**src/rtl/ysyx_23060203_lsu_pkg.sv**
```systemverilog
// Shared constants for the ysyx_23060203 load/store unit: funct3 access codes,
// AXI response encoding and the transaction FSM state type.
package ysyx_23060203_lsu_pkg;

  localparam logic [2:0] LS_B  = 3'd0;
  localparam logic [2:0] LS_H  = 3'd1;
  localparam logic [2:0] LS_W  = 3'd2;
  localparam logic [2:0] LS_BU = 3'd4;
  localparam logic [2:0] LS_HU = 3'd5;

  localparam logic [1:0] RESP_OKAY = 2'b00;

  typedef enum logic [2:0] {
    S_IDLE,
    S_RADDR,
    S_RDATA,
    S_WRITE,
    S_WRESP,
    S_DONE
  } state_t;

endpackage

```
**src/rtl/ysyx_23060203_lsu_align.sv**
```systemverilog
// Byte-lane steering for a 32-bit bus: store strobe/data shift, load lane
// extraction with sign/zero extension, and access legality (funct + alignment).
module ysyx_23060203_lsu_align
  import ysyx_23060203_lsu_pkg::*;
#(
  parameter int DATA_W = 32
) (
  input  logic                is_load,
  input  logic [2:0]          func,
  input  logic [1:0]          off,
  input  logic [DATA_W-1:0]   wdata,
  input  logic [DATA_W-1:0]   rdata,
  output logic [DATA_W/8-1:0] wstrb,
  output logic [DATA_W-1:0]   wdata_sh,
  output logic [DATA_W-1:0]   rdata_ext,
  output logic                bad
);

  logic [DATA_W/8-1:0] strb_base;
  logic [DATA_W-1:0]   lane;

  always_comb begin
    // NOTE: every output gets a default before the case so no path leaves a latch.
    strb_base = '0;
    rdata_ext = '0;
    bad       = 1'b1;
    wdata_sh  = wdata << {off, 3'b000};
    lane      = rdata >> {off, 3'b000};
    unique case (func)
      LS_B: begin
        strb_base = 4'b0001;
        rdata_ext = {{24{lane[7]}}, lane[7:0]};
        bad       = 1'b0;
      end
      LS_H: begin
        strb_base = 4'b0011;
        rdata_ext = {{16{lane[15]}}, lane[15:0]};
        bad       = off[0];
      end
      LS_W: begin
        strb_base = 4'b1111;
        rdata_ext = lane;
        bad       = (off != 2'b00);
      end
      // Unsigned variants exist only for loads.
      LS_BU: begin
        rdata_ext = {24'b0, lane[7:0]};
        bad       = !is_load;
      end
      LS_HU: begin
        rdata_ext = {16'b0, lane[15:0]};
        bad       = !is_load || off[0];
      end
      default: bad = 1'b1;
    endcase
    wstrb = strb_base << off;
  end

endmodule

```
**src/rtl/ysyx_23060203_lsu.sv**
```systemverilog
// Load/store unit: runs each execute-stage memory request as one AXI4-Lite
// master transaction and returns a single completion pulse with data/error.
module ysyx_23060203_lsu
  import ysyx_23060203_lsu_pkg::*;
#(
  parameter int ADDR_W = 32,
  parameter int DATA_W = 32
) (
  input  logic                clk,
  input  logic                rstn,
  input  logic                in_valid,
  output logic                in_ready,
  input  logic                in_ren,
  input  logic                in_wen,
  input  logic [2:0]          in_func,
  input  logic [ADDR_W-1:0]   in_addr,
  input  logic [DATA_W-1:0]   in_wdata,
  output logic                out_valid,
  output logic [DATA_W-1:0]   out_rdata,
  output logic                out_err,
  output logic [ADDR_W-1:0]   m_araddr,
  output logic                m_arvalid,
  input  logic                m_arready,
  input  logic [DATA_W-1:0]   m_rdata,
  input  logic [1:0]          m_rresp,
  input  logic                m_rvalid,
  output logic                m_rready,
  output logic [ADDR_W-1:0]   m_awaddr,
  output logic                m_awvalid,
  input  logic                m_awready,
  output logic [DATA_W-1:0]   m_wdata,
  output logic [DATA_W/8-1:0] m_wstrb,
  output logic                m_wvalid,
  input  logic                m_wready,
  input  logic [1:0]          m_bresp,
  input  logic                m_bvalid,
  output logic                m_bready
);

  state_t              state;
  logic [2:0]          func_q;
  logic [1:0]          off_q;
  logic [2:0]          func_sel;
  logic [1:0]          off_sel;
  logic                is_load;
  logic [DATA_W/8-1:0] strb_al;
  logic [DATA_W-1:0]   wdata_al;
  logic [DATA_W-1:0]   rdata_al;
  logic                bad;

  // In IDLE the aligner judges the incoming request; afterwards it serves the latched load.
  assign func_sel = (state == S_IDLE) ? in_func       : func_q;
  assign off_sel  = (state == S_IDLE) ? in_addr[1:0]  : off_q;
  assign is_load  = (state == S_IDLE) ? in_ren        : 1'b1;

  ysyx_23060203_lsu_align #(.DATA_W(DATA_W)) u_align (
    .is_load   (is_load),
    .func      (func_sel),
    .off       (off_sel),
    .wdata     (in_wdata),
    .rdata     (m_rdata),
    .wstrb     (strb_al),
    .wdata_sh  (wdata_al),
    .rdata_ext (rdata_al),
    .bad       (bad)
  );

  // NOTE: sequential state uses non-blocking assignments so every register samples pre-edge values.
  always_ff @(posedge clk or negedge rstn) begin
    if (!rstn) begin
      state     <= S_IDLE;
      func_q    <= '0;
      off_q     <= '0;
      in_ready  <= 1'b1;
      out_valid <= 1'b0;
      out_rdata <= '0;
      out_err   <= 1'b0;
      m_araddr  <= '0;
      m_arvalid <= 1'b0;
      m_rready  <= 1'b0;
      m_awaddr  <= '0;
      m_awvalid <= 1'b0;
      m_wdata   <= '0;
      m_wstrb   <= '0;
      m_wvalid  <= 1'b0;
      m_bready  <= 1'b0;
    end else begin
      unique case (state)
        S_IDLE: if (in_valid) begin
          in_ready <= 1'b0;
          func_q   <= in_func;
          off_q    <= in_addr[1:0];
          if (!in_ren && !in_wen) begin
            out_valid <= 1'b1;
            out_rdata <= '0;
            out_err   <= 1'b0;
            state     <= S_DONE;
          end else if (bad) begin
            out_valid <= 1'b1;
            out_rdata <= '0;
            out_err   <= 1'b1;
            state     <= S_DONE;
          end else if (in_ren) begin
            m_araddr  <= {in_addr[ADDR_W-1:2], 2'b00};
            m_arvalid <= 1'b1;
            state     <= S_RADDR;
          end else begin
            m_awaddr  <= {in_addr[ADDR_W-1:2], 2'b00};
            m_awvalid <= 1'b1;
            m_wdata   <= wdata_al;
            m_wstrb   <= strb_al;
            m_wvalid  <= 1'b1;
            state     <= S_WRITE;
          end
        end
        S_RADDR: if (m_arready) begin
          m_arvalid <= 1'b0;
          m_rready  <= 1'b1;
          state     <= S_RDATA;
        end
        S_RDATA: if (m_rvalid) begin
          m_rready  <= 1'b0;
          out_valid <= 1'b1;
          out_err   <= (m_rresp != RESP_OKAY);
          out_rdata <= (m_rresp != RESP_OKAY) ? '0 : rdata_al;
          state     <= S_DONE;
        end
        S_WRITE: begin
          // AW and W complete independently; leave once neither is still outstanding.
          if (m_awvalid && m_awready) m_awvalid <= 1'b0;
          if (m_wvalid && m_wready)   m_wvalid  <= 1'b0;
          if ((!m_awvalid || m_awready) && (!m_wvalid || m_wready)) begin
            m_bready <= 1'b1;
            state    <= S_WRESP;
          end
        end
        S_WRESP: if (m_bvalid) begin
          m_bready  <= 1'b0;
          out_valid <= 1'b1;
          out_err   <= (m_bresp != RESP_OKAY);
          out_rdata <= '0;
          state     <= S_DONE;
        end
        S_DONE: begin
          out_valid <= 1'b0;
          in_ready  <= 1'b1;
          state     <= S_IDLE;
        end
        default: begin
          in_ready <= 1'b1;
          state    <= S_IDLE;
        end
      endcase
    end
  end

endmodule

```
**config.mk**
```make
export PLATFORM = sky130hd
export DESIGN_NAME = ysyx_23060203_lsu
export DESIGN_NICKNAME = d
export VERILOG_FILES = /design/src/rtl/ysyx_23060203_lsu_pkg.sv /design/src/rtl/ysyx_23060203_lsu_align.sv /design/src/rtl/ysyx_23060203_lsu.sv
export SDC_FILE = /design/constraint.sdc
export NUM_CORES = 1
export LEC_CHECK = 0
export ABC_CLOCK_PERIOD_IN_PS = 3400
export BUFFER_PORTS_ARGS = -buffer_cell sky130_fd_sc_hd__buf_2
export CAP_MARGIN = 10
export CELL_PAD_IN_SITES_DETAIL_PLACEMENT = 1
export CELL_PAD_IN_SITES_GLOBAL_PLACEMENT = 1
export CORE_UTILIZATION = 35
export DETAILED_ROUTE_END_ITERATION = 16
export GPL_ROUTABILITY_DRIVEN = 0
export PLACE_DENSITY_LB_ADDON = 0.1
export SYNTH_ARGS = -nofsm -noshare
export SYNTH_HDL_FRONTEND = slang
export SYNTH_HIERARCHICAL = 1
export SYNTH_SLANG_ARGS = --single-unit
```
**constraint.sdc**
```tcl
create_clock -name clk -period 3.4 [get_ports clk]
set_clock_uncertainty 0.2 [all_clocks]
set_input_delay 0.17 -clock clk [delete_from_list [all_inputs] [get_ports clk]]
set_output_delay 0.17 -clock clk [all_outputs]
set_load 0.01 [all_outputs]
```
### Yosys cells after proc, flatten, opt, wreduce, memory -nomap -nowiden

Index checks and enable logic that the tools add are counted.

* flip-flop bits (word level): 144
* output and inout port bits: 140
* word-level logic and storage cells: 135

* equality and inequality tests: 21
* shifts and indexed selects: 3
* multiplexer cells: 55
* bitwise operators: 4
* reductions and logical operators: 36

Operators with widths (number)
* $mux 32: 6
* $pmux 32 s5: 1
* $pmux 32 s3: 1
* $shl 32x5->32: 1
* $shr 32x5->32: 1
* $mux 1: 26
* $reduce_and 5->1: 5
* $mux 3: 8
* $ne 2x2->1 const B: 11
* $reduce_and 6->1: 3
* $pmux 3 s5: 1
* $reduce_bool 2->1: 7
* $eq 3x3->1 const B: 4
* $pmux 1 s2: 6
* $pmux 4 s3: 1
* $eq 3x2->1 const B: 3
* $eq 3x1->1 const B: 2
* $logic_not 3->1: 2
* $reduce_and 3->1: 2
* $logic_not 1->1: 5
* $pmux 1 s5: 1
* $logic_and 1x1->1: 4
* $mux 2: 2
* $not 1->1: 4
* other kinds (9): 12

### Logic depth before layout (Yosys ltp)

Gate-level depths: netlist of the first run.

* word-level depth: 9
* gate-level depth with buffers: 14
* mapped depth without buffers: 9

### By module

The synthesis of the first run kept the hierarchy.

Modules (own cells, without submodules)
* ysyx_23060203_lsu: instances 1, cells an instance 436, area an instance 6053.3 sq um
* ysyx_23060203_lsu_align: instances 1, cells an instance 206, area an instance 1318.8 sq um

### Worst setup path after synthesis of the first run

No wires, ideal clock.

* path type: register to register
* from: register state[1]
* to: register m_awaddr[10]
* data arrival time: 3.317 ns
* path slack: -0.242 ns
* cell stages (with the launch flop): 15
* period minus slack after synthesis: 3.642 ns
* cells stage by stage: dfrtp_1 buf_2 or2_1 nor2_1 mux2_2 buf_6 buf_4 buf_2 a221oi_1 a21oi_1 nor3b_1 nand2_2 buf_6 buf_6 mux2_4

* elaborated cells on any way between the ends: 15
* those cells by class: eq/ne (4); mux (4); bitwise (1); reduce/logical (6)

RTL lines
* from (decl): RTL line ysyx_23060203_lsu.sv:40 `state_t state;`
* from (signal assigned): RTL line ysyx_23060203_lsu.sv:71 `state <= S_IDLE;`
* from (signal assigned): RTL line ysyx_23060203_lsu.sv:97 `state <= S_DONE;`
* from (signal assigned): RTL line ysyx_23060203_lsu.sv:102 `state <= S_DONE;`
* $logic_not 3->1 (*): RTL line ysyx_23060203_lsu.sv:53 `assign off_sel = (state == S_IDLE) ? in_addr[1:0] : off_q;`
* $mux 2 (*): RTL line ysyx_23060203_lsu.sv:53
* via off_sel[0]: RTL line ysyx_23060203_lsu.sv:44 `logic [1:0] off_sel;`
* $reduce_bool 2->1 / $logic_or 1x1->1 (equally long branches): RTL line ysyx_23060203_lsu_align.sv:43, ysyx_23060203_lsu_align.sv:52
* $pmux 1 s5 (*): RTL line ysyx_23060203_lsu_align.sv:29 `unique case (func)`
* via bad: RTL line ysyx_23060203_lsu.sv:49 `logic bad;`
* $not 1->1 (no source line) (*)
* $reduce_and 5->1 (no source line) (*)
* to (signal assigned): RTL line ysyx_23060203_lsu.sv:108 `m_awaddr <= {in_addr[ADDR_W-1:2], 2'b00};`
* to (decl): RTL line ysyx_23060203_lsu.sv:28 `output logic [ADDR_W-1:0] m_awaddr,`

The timed path passes the listed nets; every way through them passes the cells marked *.
A chain may end at the register's enable or synchronous reset.

### Final worst setup path of the first run

* from: register state[0]
* to: register m_wdata[19]

* elaborated cells on any way between the ends: 16
* those cells by class: eq/ne (4); shift (1); mux (4); bitwise (1); reduce/logical (6)

RTL lines
* $logic_not 3->1: RTL line ysyx_23060203_lsu.sv:53
* $mux 2: RTL line ysyx_23060203_lsu.sv:53
* via off_sel[0]: RTL line ysyx_23060203_lsu.sv:44
* $shl 32x5->32: RTL line ysyx_23060203_lsu_align.sv:27 `wdata_sh = wdata << {off, 3'b000};`
* via wdata_al[19]: RTL line ysyx_23060203_lsu.sv:47 `logic [DATA_W-1:0] wdata_al;`
* to (signal assigned): RTL line ysyx_23060203_lsu.sv:110 `m_wdata <= wdata_al;`
* to (decl): RTL line ysyx_23060203_lsu.sv:31 `output logic [DATA_W-1:0] m_wdata,`

The timed path passes the listed nets, and every way through them passes these cells.

==> impl_metrics.json, run 1 <==
{
  "vias": 6154,
  "synth_cell_types": 49,
  "grt_pass1_wl_um": 36300,
  "postRouteAntennaNets": 0,
  "wl_per_cell_um": 18.2,
  "fillers": 2288,
  "syn_avg_cell_area_um2": 11.5,
  "grt_max_degree": 86,
  "finalCoreUtilization_pct": 50.1,
  "crit_type": "register to register",
  "dp_hpwl_um": 16000,
  "critPathLaunchType": "register",
  "synth_ff_type": "dfrtp_1",
  "start_util_pct": 36.1,
  "syn_area_um2": 7370,
  "min_to": "m_wdata[14]",
  "required_ps": 3510,
  "clkSlewWorstSetupHoldPaths_ps": 70,
  "maxCapViolations": 0,
  "slew_violations": 0,
  "coreArea_um2": 20400,
  "synth_compound_area_share_pct": 8.72,
  "period_needed_ps": 3200,
  "synth_largest_area_cell": "dfrtp_1",
  "yosys_warnings": 6,
  "rr_worst_depth": 10,
  "r2r-end": "m_wdata[19]",
  "yosys.area_share.adder_pct": 0,
  "whs_path_depth": 4,
  "powerDensity_nw_per_um2": 883,
  "fmax_ghz": 0.312,
  "cts_buffers": 17,
  "vdd_drop_max_mv": 0.378,
  "synthTopCellsByArea": "dfrtp_1 49%, mux2_2 12%, mux2i_1 9.0%",
  "reg2reg_slack_ps": 200,
  "drc": 0,
  "first_iter_violations": 165,
  "grt_pass1_vias": 6781,
  "synth-simple-area-share_pct": 9.15,
  "cts-root-buf": "clkbuf_16",
  "outcome": "completed",
  "yosys.area_share.xor_xnor_pct": 0,
  "die_y_um": 147,
  "area_growth_pct": 38.7,
  "cts_tree": "built",
  "die_w_um": 147,
  "post-cts-setup-buffers": 0,
  "overflow": 0,
  "crit_fanout": 38,
  "via_per_inst": 4.94,
  "fp-row-count": 52,
  "fin_area_um2": 10200,
  "synth_top_area_share_pct": 48.5,
  "io_pins": 253,
  "rsz0062_at_grt": "no",
  "io_buffer_count": 248,
  "final_hold_viol_count": 0,
  "worst_setup_path_end_kind": "register",
  "yosys-top-cells-count": "143 x dfrtp_1, 79 x mux2_2, 66 x mux2i_1, 66 x nand2_1, 36 x inv_1",
  "ys_seq_area_share_pct": 48.9,
  "slew-limit-headroom_pct": 47.8,
  "fin_crit_sh_pct": 94.2,
  "finalSetupTns_ps": 0,
  "drt-pass1-iter-count": 4,
  "holdCritStartpoint": "in_wdata[14]",
  "post_cts_resized": 0,
  "dpl_cell_area_um2": 8840,
  "totalWireLength_um": 22700,
  "netlist_instances": 642,
  "r2r-start": "state[0]",
  "finalSetupViolations": 0,
  "clock_latency_ps": 420,
  "synth_top_family_by_area": "multiplexers",
  "ys_ff_latch": 144,
  "die_area_um2": 21600,
  "drive_gt1_share_pct": 43.4,
  "worstMarginPinSlew_ps": 782,
  "synth_enable_flop_cells": 0,
  "synth_most_common_cell": "dfrtp_1",
  "grt_antenna_before_repair": 2,
  "cts.sink_count": 144,
  "hp-class": "input pin to register",
  "final_nets": 1076,
  "async_reset_ff_share_pct": 100,
  "cts_htree_levels": 4,
  "clock_path_buffers": 2,
  "leakage_nw": 5.17,
  "grtUsageTotal_pct": 21.5,
  "worstPathArrival_ps": 3310,
  "synth.area.mux_share_pct": 27.1
}
[power by group]
| group | switching (mW) | internal [mW] | total [mW] |
|---|---|---|---|
| Clock | 0.876 | 0.987 | 1.86 |
| Combinational | 2.44 | 2.05 | 4.49 |
| Sequential | 0.343 | 2.34 | 2.68 |
| Total | 3.66 | 5.37 | 9.03 |
[critical path: stages (launching register included)]
cell	delay (ps)
dfrtp_1	380
or2_4	280
nor2_4	160
mux2_4	260
buf_4	440
nor2b_2	120
buf_4	230
nand2_1	90
o21ai_0	80
dlygate4sd3_1	570
mux2_2	260
[cell type report]
| class | count | area (um2) | area share (%) |
|---|---|---|---|
| diodes | 1 | 2.50 | 0.0245 |
| clock buffers | 17 | 425 | 4.16 |
| clock inverters | 15 | 166 | 1.63 |
| inverters | 36 | 135 | 1.32 |
| multi-input cells | 419 | 3380 | 33.1 |
| flip-flops and latches | 144 | 3600 | 35.2 |
| well taps | 270 | 338 | 3.30 |
| repair buffers | 345 | 2170 | 21.3 |
[sequential cells by signal, indices dropped and copies added (netlist names)]
register,cells
m_wdata,32
m_arvalid,1
m_wvalid,1
m_rready,1
off_q,2
out_valid,1
m_bready,1
m_araddr,30
state,3
func_q,3
out_err,1
m_awaddr,30
in_ready,1
m_wstrb,4
out_rdata,32
m_awvalid,1
[placed cells by master, fill, tap and decap left out, types with 3 or more instances in the layout]
master | synthesis | layout
a211oi_1 | 26 | 26
a21oi_1 | 23 | 22
a31oi_1 | 3 | 3
and2_1 | 8 | 8
buf_2 | 14 | 247
buf_4 | 8 | 18
clkbuf_16 | 0 | 17
clkinv_8 | 0 | 3
clkinvlp_4 | 0 | 4
conb_1 | 1 | 4
dfrtp_1 | 143 | 143
dlygate4sd3_1 | 0 | 79
inv_1 | 36 | 36
inv_8 | 0 | 7
mux2_2 | 79 | 78
mux2_4 | 30 | 31
mux2i_1 | 66 | 66
nand2_1 | 66 | 66
nand2b_1 | 4 | 4
nor2_1 | 29 | 28
nor2b_1 | 19 | 19
nor3_1 | 3 | 3
o21ai_0 | 26 | 26
o31ai_1 | 3 | 3
[routing by layer]
layer	up-vias	wire [um]	global-route usage [%]
met5	-	13	0
met4	2	541	8.61
met3	37	1140	5.12
met2	180	11500	37.1
met1	3073	9490	25.7
li1	2862	-	-
[timing repair]
action / 4_1_cts / 5_1_grt
endpoints found under the hold margin: 195 / 0
hold buffers: 79 / 0
endpoints found under the setup margin: 0 / 0
[stage by stage]
step / power (mW) / worst slack [ps] / cells / hold WS [ps]
CTS: 9.11 / 212 / 1246 / 11.8
global route: 9.65 / 35.9 / 1246 / 69.1
detailed placement: 7.08 / 254 / 1135 / 83.3
finish: 9.03 / 198 / 1247 / 22.9
floorplan: 5.72 / 40.9 / 645 / -326
global placement: 6.92 / 306 / 1135 / 77.3
[worst max path at each step]
stage	startpoint	endpoint	slack (ps)
after global routing	state[0]	m_wdata[19]	40
after CTS	state[0]	m_wdata[19]	210
final	state[0]	m_wdata[19]	200
after detailed placement	state[0]	m_awaddr[22]	250
after global placement	state[0]	m_awaddr[18]	310
after floorplan	state[1]	m_awaddr[10]	40
[cells by family after synthesis]
family                 count (synthesis)
muxes                                175
DFF                                  144
and+or+nand+nor                      144
AOI/OAI and AO/OA                     96
buffers and inverters                 82
other                                  1
Power figures use the tool's default switching activity.
==> run 2, diff against run 1 <==
ABC_AREA = 1   (was not set)
CORE_UTILIZATION = 33   (was 35)
==> run 2 against run 1 <==
Combinational power is 17% higher. Wire length is 13% higher. Register-to-register slack better by 200 ps. Sequential share of layout area is 0.86 points lower. Maximum frequency is 6.6% higher. Cell count is 33% higher. Area after synthesis is 4.3% higher. Die area is 11% higher. Clock power is 11% higher. Clock-buffer cell count stayed put. Via count is 26% higher. Worst hold slack worse by 19 ps.
==> impl_metrics.json, run 2 <==
{
  "synth.area.mux_share_pct": 0,
  "slew_violations": 0,
  "crit_fanout": 33,
  "drive_gt1_share_pct": 27.0,
  "netlist_instances": 1037,
  "finalCoreUtilization_pct": 46.0,
  "drc": 0,
  "outcome": "completed",
  "dp_hpwl_um": 18100,
  "crit_type": "register to register",
  "syn_area_um2": 7690,
  "die_w_um": 155,
  "use_met3_pct": 4.71,
  "dp_cells": 1561,
  "start_util_pct": 33.8,
  "dpl_worst_slack_ps": 164,
  "grt_pass1_vias": 7913,
  "totalWireLength_um": 25600,
  "powerDensity_nw_per_um2": 952,
  "io_pins": 253,
  "fin_crit_sh_pct": 88.4,
  "fmax_ghz": 0.333,
  "grt_antenna_before_repair": 4,
  "slew-limit-headroom_pct": 51.6,
  "max_stage_delay_ps": 400,
  "vdd_drop_max_mv": 0.585,
  "final_hold_viol_count": 0,
  "drt-pass1-iter-count": 5,
  "post-cts-setup-buffers": 0,
  "area_growth_pct": 36.3,
  "cts-root-buf": "clkbuf_16",
  "synth_largest_area_cell": "dfrtp_1",
  "async_reset_ff_share_pct": 100,
  "grtUsageTotal_pct": 22.2,
  "leakage_nw": 5.97,
  "synth_top_area_share_pct": 46.5,
  "first_iter_violations": 345,
  "synth_ff_type": "dfrtp_1",
  "ys_ff_latch": 144,
  "yosys.area_share.adder_pct": 0,
  "cts.sink_count": 144,
  "cp_num_buf_inv": 4,
  "grt_util_met2_pct": 36.1,
  "io_buffer_count": 248,
  "worst_path_most_repeated_cell": "nand2_1",
  "required_ps": 3570,
  "synth_top_family_by_area": "simple AND/OR/NAND/NOR gates",
  "cts_tree": "built",
  "stdcell_count": 1662,
  "synth_most_common_cell": "nand2_1",
  "cts_buffers": 17,
  "grt_max_degree": 76,
  "fillers": 2909,
  "overflow": 0,
  "final_nets": 1447,
  "cpMaxStageDelayCell": "dfrtp_1",
  "clock_path_buffers": 2,
  "fp-row-count": 55,
  "die_area_um2": 23900,
  "yosys.area_share.xor_xnor_pct": 0,
  "critPathLaunchType": "register",
  "reg_top3": "m_wdata x32, out_rdata x32",
  "finalSetupViolations": 0,
  "worst_setup_path_end_kind": "register",
  "hp-class": "input pin to register",
  "final_cell_mix": "379 x nand2_1, 247 x buf_2, 143 x dfrtp_1, 95 x inv_1, 89 x nand3_1",
  "worst_slack_ps": 395,
  "synth_compound_area_share_pct": 9.63,
  "die_y_um": 155,
  "clock_latency_ps": 430,
  "via_per_inst": 4.66,
  "synth-simple-area-share_pct": 32.6,
  "wl_per_cell_um": 15.4,
  "ys_seq_area_share_pct": 46.9,
  "busiest_layer": "met2",
  "yosys-top-cells-count": "379 x nand2_1, 143 x dfrtp_1, 95 x inv_1",
  "vias": 7743,
  "worstPathArrival_ps": 3180,
  "syn_avg_cell_area_um2": 7.42,
  "cp_top_family": "simple AND/OR/NAND/NOR gates",
  "finalSetupTns_ps": 0,
  "yosys_warnings": 6,
  "worstMarginPinSlew_ps": 727,
  "synth_enable_flop_cells": 0,
  "coreArea_um2": 22800,
  "path_cells": "nor2_4 > nand2_2 > buf_4 > nand2_1 > o21ai_0 > buf_4 > nand2_1 > nor2_1 > a21oi_1 > o21ai_1 > buf_4 > nor2_1 > nand3_1 > nand2_2 > nor2_4 > buf_6 > nand2_1 > nand2_1",
  "grt_pass1_wl_um": 41700,
  "worst_hold_slack_ps": 3.87,
  "mostFrequentLayoutCell": "nand2_1",
  "maxCapViolations": 0,
  "period_needed_ps": 3000,
  "clkSlewWorstSetupHoldPaths_ps": 70,
  "rsz0062_at_grt": "no",
  "grt.met1_usage_pct": 29.6,
  "cts_htree_levels": 4,
  "synthTopCellsByArea": "dfrtp_1 47%, nand2_1 18%, nand3_1 5.8%",
  "synth_cell_types": 29,
  "postRouteAntennaNets": 0
}
## run 2: final timing paths
| kind | slack (ps) | endpoint | start | depth (start not counted) |
|---|---|---|---|---|
| setup / recovery | 400 | out_rdata[19] | state[1] | 18 |
| hold / removal | 4 | m_wdata[22] | in_wdata[14] | 5 |
| setup reg to reg | 400 | out_rdata[19] | state[1] | 18 |
| hold reg to reg | 260 | out_valid | out_valid | 2 |
| max in group asynchronous | 2040 | out_valid | rstn | 3 |
| min in group asynchronous | 120 | m_awaddr[12] | rstn | 2 |
## run 2: per-stage QoR
stage | area (um2) | power (mW)
after CTS | 10500 | 10.1
after detailed placement | 9160 | 7.90
final | 10500 | 9.98
after floorplan | 7700 | 6.22
after global placement | 9160 | 7.82
after global routing | 10500 | 10.9
## run 2: kinds of logic (layout without fill, tap and decap cells)
| kind of cell | Yosys count | after routing |
|---|---|---|
| simple gates | 581 | 581 |
| buf+inv | 170 | 477 |
| flops | 144 | 144 |
| other cells | 1 | 6 |
| compound gates | 141 | 141 |
## run 2: worst register-to-register path: cells and delay by family (launching register included)
kind,cells,cell delay (ps)
simple gates,11,1120
flops,1,400
buf+inv,4,780
compound gates,3,440
## run 2: report_power, final
group          total, mW  switching [mW]  internal (mW)
sequential          2.67           0.331           2.34
clock               2.06           0.863           1.20
combinational       5.26            3.44           1.82
## run 2: layout make-up
cell class / instances / area [um2] / share of cell area [%]
sequential: 144 / 3600 / 34.4
multi-input combinational: 726 / 3300 / 31.4
timing repair buffer: 341 / 2160 / 20.6
clock buffer: 17 / 425 / 4.06
tap: 313 / 392 / 3.74
inverter: 104 / 390 / 3.72
clock inverter: 15 / 213 / 2.03
antenna: 2 / 5.00 / 0.0477
## run 2: what timing repair did
| action | 4_1_cts | 5_1_grt |
|---|---|---|
| gates resized for setup | 0 | 5 |
| setup endpoints to repair | 0 | 93 |
| hold buffers | 67 | 0 |
| endpoints found under the hold margin | 171 | 0 |
## run 2: layer usage
layer / wire, um / vias up
met5: 30 / -
met4: 386 / 4
met3: 1130 / 32
met2: 11900 / 188
met1: 12200 / 3687
li1: - / 3832
==> run 3, diff against run 2 <==
HOLD_SLACK_MARGIN = 0.12   (was not set)
==> run 3 against run 2 <==
Cell area grew 4.0%. Highest routed layer unchanged. Maximum frequency fell by 2.7%. Total power is 2.9% higher. Cell count up 2.4%.
==> impl_metrics.json, run 3 (synthesis gave the netlist of run 2 again) <==
{
  "worst_setup_path_end_kind": "register",
  "drive_gt1_share_pct": 26.3,
  "reg_top3": "m_wdata x32, out_rdata x32",
  "finalSetupTns_ps": 0,
  "mostFrequentLayoutCell": "nand2_1",
  "final_cell_mix": "379 x nand2_1, 247 x buf_2, 143 x dfrtp_1, 108 x dlygate4sd3_1, 95 x inv_1",
  "grtUsageTotal_pct": 22.5,
  "cpMaxStageDelayCell": "dlygate4sd3_1",
  "leakage_nw": 6.14,
  "path_cells": "nor2_4 > nand2_2 > buf_4 > o21ai_4 > buf_4 > o21ai_0 > a22oi_1 > dlygate4sd3_1 > nand3_1 > nand2_1",
  "worstPathArrival_ps": 3250,
  "grt_pass1_vias": 8100,
  "crit_fanout": 53,
  "required_ps": 3570,
  "dp_hpwl_um": 18100,
  "grt_pass1_wl_um": 42400,
  "start_util_pct": 33.8,
  "period_needed_ps": 3090,
  "power_mw": 10.3,
  "fp-row-count": 55,
  "first_iter_violations": 356,
  "vias": 7949,
  "cts.sink_count": 144,
  "die_y_um": 155,
  "via_per_inst": 4.67,
  "max_stage_delay_ps": 610,
  "slew-limit-headroom_pct": 51.7,
  "overflow": 0,
  "slew_violations": 0,
  "outcome": "completed",
  "grt_max_degree": 76,
  "final_hold_viol_count": 0,
  "hp-class": "input pin to asynchronous set/reset pin",
  "cts-root-buf": "clkbuf_16",
  "grt_antenna_before_repair": 3,
  "maxCapViolations": 0,
  "worstMarginPinSlew_ps": 725,
  "clock_path_buffers": 2,
  "cp_num_buf_inv": 3,
  "drc": 0,
  "cp_top_family": "buffers and inverters",
  "clock_latency_ps": 430,
  "die_area_um2": 23900,
  "final_nets": 1488,
  "vdd_drop_max_mv": 0.586,
  "rsz0062_at_grt": "no",
  "post-cts-setup-buffers": 0,
  "drt-pass1-iter-count": 5,
  "die_w_um": 155,
  "io_buffer_count": 248,
  "postRouteAntennaNets": 0,
  "cts_htree_levels": 4,
  "crit_type": "register to register",
  "coreArea_um2": 22800,
  "totalWireLength_um": 26200,
  "clkSlewWorstSetupHoldPaths_ps": 70,
  "critPathLaunchType": "register",
  "finalSetupViolations": 0,
  "area_growth_pct": 41.7,
  "worst_path_most_repeated_cell": "buf_4",
  "powerDensity_nw_per_um2": 943,
  "wl_per_cell_um": 15.4,
  "io_pins": 253,
  "cts_buffers": 17,
  "cts_tree": "built",
  "fmax_ghz": 0.324,
  "fin_crit_sh_pct": 90.8
}
run 3: timing repair:
item / CTS / global route
resized for setup: 0 / 7
hold buffers: 108 / 0
endpoints found under the setup margin: 0 / 93
hold endpoints to repair: 241 / 0
run 3: final cells by class:
type / instances / area (um2)
fill: 2895 / 11900
sequential: 144 / 3600
multi-input combinational: 726 / 3300
timing repair buffer: 382 / 2570
clock buffer: 17 / 425
tap: 313 / 392
inverter: 104 / 390
clock inverter: 15 / 213
antenna: 1 / 2.50
run 3: where the power goes:
group          internal [mW]  total (mW)  leakage [nW]  switching [mW]
combinational           2.04        5.55          3.95            3.50
sequential              2.34        2.67          1.88           0.333
clock                   1.20        2.06         0.314           0.862
total                   5.58        10.3          6.14            4.70
run 3: final timing paths:
| path | startpoint | to | slack [ps] | cells past startpoint |
|---|---|---|---|---|
| max | state[0] | m_wdata[27] | 310 | 10 |
| min | rstn | m_awaddr[12] | 120 | 2 |
| max reg2reg | state[0] | m_wdata[27] | 310 | 10 |
| min reg2reg | out_valid | out_valid | 270 | 2 |
| max in group asynchronous | rstn | out_valid | 2040 | 3 |
| min in group clk | m_rdata[14] | out_rdata[14] | 130 | 9 |
run 3: routing by layer:
layer	vias up	share of wire, %	global-route usage (%)
met3	31	4.1	4.60
met5	-	0.11	0
met2	191	47	37.6
li1	3924	-	-
met1	3799	47	29.4
met4	4	1.5	6.60
run 3: through the flow:
step                      hold slack [ps]  setup WS [ps]  instance area, um2  instances  util, %
after global placement               50.9            269                9160       1561     40.2
after CTS                             122            134               10900       1701     47.8
after detailed placement             52.4            164                9160       1561     40.2
final                                 119            313               10900       1702     47.8
after global routing                  175           36.1               10900       1702     47.8
after floorplan                      -326            328                7700       1040        -
